### src/rtl/pkfb_packetizer.sv
// pkfb_packetizer: frames a 32-bit valid/ready sample stream into fixed-length
// packets for the ASSP packet FIFO push interface (FB_PKfb*). On overflow of a
// pushed word the rest of that packet is swallowed and counted in drop_cnt,
// so the FIFO never holds a silently truncated frame.
//
// Optional build macro PKFB_TIMESTAMP_EN: prepends a header word
// {seq[7:0], TimeStamp[23:0]} to every packet and adds the TimeStamp input.
//
// FSM states:
//   state   | meaning
//   --------+-------------------------------------------------------------
//   IDLE    | between packets; next accepted word (or header) opens a frame
//   HDR     | header word is on the bus; data words not yet started
//           | (PKFB_TIMESTAMP_EN builds only)
//   ACTIVE  | mid-packet, data words are being pushed
//   DISCARD | overflow hit mid-packet; remaining words accepted and dropped

module pkfb_packetizer #(
    parameter int PKT_LEN = 64,
    parameter int PUSH_CH = 0
) (
    input  logic        Sys_PKfb_Clk,
    input  logic        Sys_PKfb_Rst_n,
    input  logic        enable,
    input  logic        s_valid,
    input  logic [31:0] s_data,
    output logic        s_ready,
    output logic [31:0] FB_PKfbData,
    output logic [3:0]  FB_PKfbPush,
    output logic        FB_PKfbSOF,
    output logic        FB_PKfbEOF,
    input  logic        FB_PKfbOverflow,
`ifdef PKFB_TIMESTAMP_EN
    input  logic [23:0] TimeStamp,
`endif
    input  logic        ovf_clr,
    output logic        ovf_sticky,
    output logic [15:0] pkt_cnt,
    output logic [15:0] drop_cnt
);

    localparam logic [1:0] IDLE    = 2'd0;
    localparam logic [1:0] ACTIVE  = 2'd1;
    localparam logic [1:0] DISCARD = 2'd2;
`ifdef PKFB_TIMESTAMP_EN
    localparam logic [1:0] HDR     = 2'd3;
`endif

    // Index of the last data word of a frame; a 1-word frame opens and closes at once.
    localparam logic [15:0] LAST      = 16'(PKT_LEN - 1);
    localparam logic        SINGLE    = (PKT_LEN == 1);
    localparam logic [3:0]  PUSH_MASK = 4'(1 << PUSH_CH);

    logic [1:0]  state;
    logic [1:0]  state_nxt;
    logic [1:0]  eff_state;
    logic [15:0] word_cnt;
    logic [15:0] cnt_nxt;

    logic        push_q;
    logic        sof_q;
    logic        eof_q;
    logic [31:0] data_q;
    logic        push_nxt;
    logic        sof_nxt;
    logic        eof_nxt;
    logic [31:0] data_nxt;

`ifdef PKFB_TIMESTAMP_EN
    logic [7:0]  seq;
    logic [7:0]  seq_nxt;
`endif

    logic        accept;
    logic        ovf_hit;
    logic        is_last;
    logic        discard_acc;
    logic [16:0] drop_sum;

    assign FB_PKfbData = data_q;
    assign FB_PKfbPush = push_q ? PUSH_MASK : 4'b0000;
    assign FB_PKfbSOF  = sof_q;
    assign FB_PKfbEOF  = eof_q;

    // Overflow only means something while our own push is on the bus.
    assign ovf_hit = push_q & FB_PKfbOverflow;
    assign accept  = s_valid & s_ready;
    assign is_last = (word_cnt == LAST);

    // Ready depends only on the registered state, so there is no path from
    // FB_PKfbOverflow to s_ready.
    always_comb begin
        s_ready = 1'b1;
        if (state == IDLE) begin
`ifdef PKFB_TIMESTAMP_EN
            s_ready = 1'b0;
`else
            s_ready = enable;
`endif
        end
    end

    // An overflow on a non-final word redirects this cycle's accept into
    // DISCARD, since that word was accepted before the overflow was known.
    always_comb begin
        eff_state = state;
        if (ovf_hit && !eof_q) begin
            eff_state = DISCARD;
        end
    end

    assign discard_acc = accept & (eff_state == DISCARD);
    assign drop_sum    = {1'b0, drop_cnt} + {16'd0, ovf_hit} + {16'd0, discard_acc};

    // Next-state, word count and next registered FIFO-side outputs.
    always_comb begin
        state_nxt = state;
        cnt_nxt   = word_cnt;
        push_nxt  = 1'b0;
        sof_nxt   = 1'b0;
        eof_nxt   = 1'b0;
        data_nxt  = data_q;
`ifdef PKFB_TIMESTAMP_EN
        seq_nxt   = seq;
`endif
        case (eff_state)
            IDLE: begin
`ifdef PKFB_TIMESTAMP_EN
                if (enable && s_valid) begin
                    push_nxt  = 1'b1;
                    sof_nxt   = 1'b1;
                    data_nxt  = {seq, TimeStamp};
                    seq_nxt   = seq + 8'd1;
                    state_nxt = HDR;
                    cnt_nxt   = 16'd0;
                end
`else
                if (accept) begin
                    push_nxt  = 1'b1;
                    sof_nxt   = 1'b1;
                    eof_nxt   = SINGLE;
                    data_nxt  = s_data;
                    state_nxt = SINGLE ? IDLE : ACTIVE;
                    cnt_nxt   = SINGLE ? 16'd0 : 16'd1;
                end
`endif
            end
`ifdef PKFB_TIMESTAMP_EN
            HDR,
`endif
            ACTIVE: begin
                state_nxt = ACTIVE;
                if (accept) begin
                    push_nxt = 1'b1;
                    data_nxt = s_data;
                    if (is_last) begin
                        eof_nxt   = 1'b1;
                        state_nxt = IDLE;
                        cnt_nxt   = 16'd0;
                    end else begin
                        cnt_nxt   = word_cnt + 16'd1;
                    end
                end
            end
            DISCARD: begin
                state_nxt = DISCARD;
                if (accept) begin
                    if (is_last) begin
                        state_nxt = IDLE;
                        cnt_nxt   = 16'd0;
                    end else begin
                        cnt_nxt   = word_cnt + 16'd1;
                    end
                end
            end
            default: begin
                state_nxt = IDLE;
                cnt_nxt   = 16'd0;
            end
        endcase
    end

    // FSM, word counter and registered push-side outputs.
    always_ff @(posedge Sys_PKfb_Clk or negedge Sys_PKfb_Rst_n) begin
        if (!Sys_PKfb_Rst_n) begin
            state    <= IDLE;
            word_cnt <= 16'd0;
            push_q   <= 1'b0;
            sof_q    <= 1'b0;
            eof_q    <= 1'b0;
            data_q   <= 32'd0;
        end else begin
            state    <= state_nxt;
            word_cnt <= cnt_nxt;
            push_q   <= push_nxt;
            sof_q    <= sof_nxt;
            eof_q    <= eof_nxt;
            data_q   <= data_nxt;
        end
    end

`ifdef PKFB_TIMESTAMP_EN
    // Header sequence number, advanced once per header pushed.
    always_ff @(posedge Sys_PKfb_Clk or negedge Sys_PKfb_Rst_n) begin
        if (!Sys_PKfb_Rst_n) begin
            seq <= 8'd0;
        end else begin
            seq <= seq_nxt;
        end
    end
`endif

    // Status: sticky overflow (set beats clear), good-packet and drop counters.
    always_ff @(posedge Sys_PKfb_Clk or negedge Sys_PKfb_Rst_n) begin
        if (!Sys_PKfb_Rst_n) begin
            ovf_sticky <= 1'b0;
            pkt_cnt    <= 16'd0;
            drop_cnt   <= 16'd0;
        end else begin
            if (ovf_hit) begin
                ovf_sticky <= 1'b1;
            end else if (ovf_clr) begin
                ovf_sticky <= 1'b0;
            end
            if (push_q && eof_q && !FB_PKfbOverflow) begin
                pkt_cnt <= pkt_cnt + 16'd1;
            end
            drop_cnt <= drop_sum[16] ? 16'hFFFF : drop_sum[15:0];
        end
    end

endmodule

### config.mk
export PLATFORM = sky130hd
export DESIGN_NAME = pkfb_packetizer
export DESIGN_NICKNAME = d
export VERILOG_FILES = /design/src/rtl/pkfb_packetizer.sv
export SDC_FILE = /design/constraint.sdc
export NUM_CORES = 1
export LEC_CHECK = 0
export CORE_MARGIN = 1
export CORE_UTILIZATION = 30
export DETAILED_ROUTE_END_ITERATION = 12
export PLACE_DENSITY = 0.6
export SLEW_MARGIN = 30
export SYNTH_ARGS = -nofsm -noshare
export SYNTH_HDL_FRONTEND = slang
export SYNTH_SLANG_ARGS = --single-unit
### constraint.sdc
create_clock -name Sys_PKfb_Clk -period 2.9 [get_ports Sys_PKfb_Clk]
set_input_delay 0.29 -clock Sys_PKfb_Clk [delete_from_list [all_inputs] [get_ports Sys_PKfb_Clk]]
set_output_delay 0.29 -clock Sys_PKfb_Clk [all_outputs]
set_load 0.05 [all_outputs]
==> results list, run 1 <==
- FILL cells: 1222
- Setup-violating endpoint count in the final report: 0
- Starting utilization of the core area: 31.0%
- Num CTS Buffers: 9
* HPWL after DPL: 6330 um
- Smallest setup slack after layout: 0.375 ns
* Die Ht: 117 um
* Result of the run: finished, violations left
- Initial antenna violation count: 0
* Leakage power of the design: 2.37 nW
* TritonCTS clock tree: built
* Worst IR Drop VDD: 345 uV
* Sum of overflow across all layers after global routing: 0
* Failing checks: negative hold slack
* Required time of the critical path: 3.16 ns
- By instance count, the leading cell after synthesis is dfrtp_1.
- Most numerous cell types in the synthesized netlist: 86 x dfrtp_1, 34 x mux2_2, 31 x nand2_1
- Yosys top cell by area: dfrtp_1
- Data arrival at the endpoint of the critical path: 2.78 ns
- Area of the core: 12700 um^2
- In this design, the stage delay of the slowest critical-path cell is 0.50 ns.
- Setup repair after global routing left no endpoint under its margin.
* Number of sinks on the clock net: 86
- The finished cells cover 5610 um^2.
* Slew at the pin closest to its max-slew limit: 0.905 ns
* Max capacitance violation total: 0
* Routability congestion estimate: 0.776
- Relative contribution of combinational cells to total power: 45.1%
- In this run the horizontal extent of the chip is 117 um.
- Average routed wire per standard cell: 13.8 um
- Each instance of the synthesized netlist takes up on average 11.3 um^2.
- The die covers 13600 um^2.
- Switching share of power: 40.6%
- Overall power consumption after layout is estimated at 5.56 mW.
* Post-synthesis instance area: 3940 um^2
- Multi-input gate area: 1680 um^2
* Vias after detailed routing: 3117
- Class of the worst hold path: primary input to asynchronous set/reset pin
- Clock tree root buffer cell: clkbuf_16
- In the synthesized netlist, the number of instances is 348.
* Post-cts resize count: 0
- Row generation in the floorplan step produced 41 rows.
- Based on the critical path, the design can be clocked at up to 396 MHz.
* Total negative slack: 0 ns
* Post-synth top area share: 54.6%
* Element type at the critical path start: primary input
- CP Depth: 12
* Remaining routing DRC violations: 0
- Worst R2R End: drop_cnt[6]$_DFF_PN0_
- The share of total power dissipated in the clock network is 23.9%.
* Fraction of layout cells with a size suffix above 1: 15.0%
- Power spread over the standard cell area amounts to 991 nW/um^2.
* Sequential group share of total power: 31.0%
- Pin placement for this block handled 110 I/O pins.
* Routed WL: 8900 um
- Clock latency on the worst-skew pair: 0.34 ns
* Critical path's top delay family: adder cells
* Number of antenna repair diodes: 0
* Area contributors post-synth: dfrtp_1 55%, mux2_2 9.7%, xnor2_1 4.4%
- Worst-case hold slack: -0.0128 ns
- The detail route stage leaves a number of antenna-violating nets equal to 0.
- Buffers from clock root to sink, at most: 2
* Hold violation count in the final report: 3
* Vias in the first global route: 3011
- The critical path in this run is classified as primary input to flop.
* First-pass GRT wire length: 14200 um
- Total count of max-transition violations in the final report: 0
- Along the worst path, the maximum fanout reaches 8.
- Post-CTS Setup Inserts: 0
- Counting both buffers and inverters, the worst setup path holds a total of 2.
- Start point of the critical path: FB_PKfbOverflow
- At the end of the flow, the number of nets in the layout was 515.
- Slowest cell on the critical path: clkdlybuf4s50_1
- Across every metal layer, demand over resource in global routing totals 13.4%.
- In this run the register-to-register setup slack is 0.41 ns.
- Minimum period implied by the final worst setup slack: 2.52 ns
* Post-route clock skew: 0.00536 ns
- Post-synth top flop: dfrtp_1
- Reg area: 2150 um^2
* Internal power consumption: 3.31 mW
- The synthesized design contains 86 register bits.
- Summing all placed instances gives a cell area of 5260 um^2.
* Number of enable flip-flop cells after synthesis: 0
- Number of DRC markers in iteration 0: 228
- Capturing element type of the critical path: flop
* Net switching power: 2.25 mW
- The first detailed-routing pass ran for 5 iterations.
- Before CTS, the worst setup slack after placement is 0.0482 ns.
* Cells along the critical path: clkdlybuf4s50_1, nand2_1, o21ai_0, ha_1, and2_1, fa_1, ha_1, nand2_1, nor2_1, nand3_1, buf_4, o21ai_0
- Of the available clock period, the critical path in the final layout requires 87.1%.
- From synthesis to final layout, the design area changed by 42.4%.
* Relative slew margins: 39.3%
- The worst register-to-register path begins at push_q$_DFF_PN0_.
* Maximum number of pins on one net before global-route repair: 87
* Post-synthesis async set-or-reset flop share: 100%
- Count of cell types in the netlist: 52
- Input and output buffers added on the ports amount to 106.
* Synth warn: 0
- Clock-pin slew was measured on the worst setup and hold paths at 0.06 ns.
- Post-detailed-route via-to-cell ratio: 4.83
- The number of hold buffers added after CTS was 0.
* R2R depth: 11
- The clock tree synthesis step divided the H-tree into 3 levels.
- Summing the sequential cell areas from Yosys gives 54.6% of the chip area.
-- layout make-up --
type | count | area share [%]
Multi-Input combinational cell | 240 | 30.0
Tap cell | 172 | 3.83
Inverter | 12 | 0.803
Sequential cell | 86 | 38.3
Clock inverter | 5 | 1.90
Clock buffer | 11 | 4.33
Timing Repair Buffer | 120 | 20.8
-- worst max path at each step --
stage / endpoint / slack (ns)
after global routing: drop_cnt[6]$_DFF_PN0_ / 0.16
final: drop_cnt[6]$_DFF_PN0_ / 0.38
after detailed placement: drop_cnt[6]$_DFF_PN0_ / 0.05
after CTS: drop_cnt[6]$_DFF_PN0_ / 0.40
after floorplan: drop_cnt[10]$_DFF_PN0_ / 0.17
after global placement: drop_cnt[6]$_DFF_PN0_ / 0.16
-- per-stage QoR --
stage	std cells	util, %
after CTS	646	44.1
after global placement	630	41.3
final	646	44.1
after detailed placement	630	41.4
after global routing	646	44.1
after floorplan	350	-
-- state kept, by name, indices dropped and copies added (netlist names) --
name / cells
FB_PKfbData: 32
drop_cnt: 16
pkt_cnt: 16
word_cnt: 16
state: 2
FB_PKfbEOF: 1
FB_PKfbSOF: 1
ovf_sticky: 1
push_q: 1
-- cell usage in the layout, fill, tap and decap left out, types with 12 or more instances in the layout --
master	n
mux2_2	34
o21ai_0	16
xnor2_1	20
nor2_1	13
inv_1	12
nand2_1	31
dfrtp_1	86
buf_4	14
nand3_1	20
clkdlybuf4s50_1	105
-- cell families (layout without fill, tap and decap cells) --
group | after synthesis | in the layout | synth area share [%]
AND/OR/NAND/NOR | 120 | 120 | 16.0
flip-flops | 86 | 86 | 54.6
AO/OA/AOI/OAI | 48 | 48 | 7.81
multiplexers | 35 | 35 | 10.0
XOR/XNOR | 26 | 26 | 5.78
buffers and inverters | 24 | 148 | 2.95
adder cells (fa/ha/maj) | 8 | 8 | 2.73
other | 1 | 3 | 0.0951
-- routing by layer --
metal  GRT usage [%]  vias up  part of all wire (%)
li1                -     1482                     -
met1            17.1     1524                    46
met2            21.3      100                    46
met3            3.06       11                   6.6
met4            7.09        0                   1.3
met5               0        -                     0
-- power by group through the flow --
stage | registers, mW | clock network, mW | logic (mW)
CTS | 1.73 | 1.36 | 2.53
detailed placement | 1.75 | 0 | 2.52
floorplan | 2.68 | 0 | 0.703
finish | 1.72 | 1.33 | 2.51
global route | 1.77 | 1.41 | 2.64
global placement | 1.73 | 0 | 2.50
(Power assumes the default switching activity.)
==> run 2: changes to the inputs <==
--- a/config.mk
+++ b/config.mk
@@ -5,7 +5,6 @@
 export SDC_FILE = /design/constraint.sdc
 export NUM_CORES = 1
 export LEC_CHECK = 0
-export CORE_MARGIN = 1
 export CORE_UTILIZATION = 30
 export DETAILED_ROUTE_END_ITERATION = 12
 export PLACE_DENSITY = 0.6
==> results of run 2 <==
Final layout, timing and power as in run 1 (identical DEF).
==> run 3: changes to the inputs <==
--- a/config.mk
+++ b/config.mk
@@ -5,6 +5,7 @@
 export SDC_FILE = /design/constraint.sdc
 export NUM_CORES = 1
 export LEC_CHECK = 0
+export CAP_MARGIN = 10
 export CORE_UTILIZATION = 30
 export DETAILED_ROUTE_END_ITERATION = 12
 export PLACE_DENSITY = 0.6
==> results of run 3 <==
Final layout, timing and power as in run 1 (identical DEF).
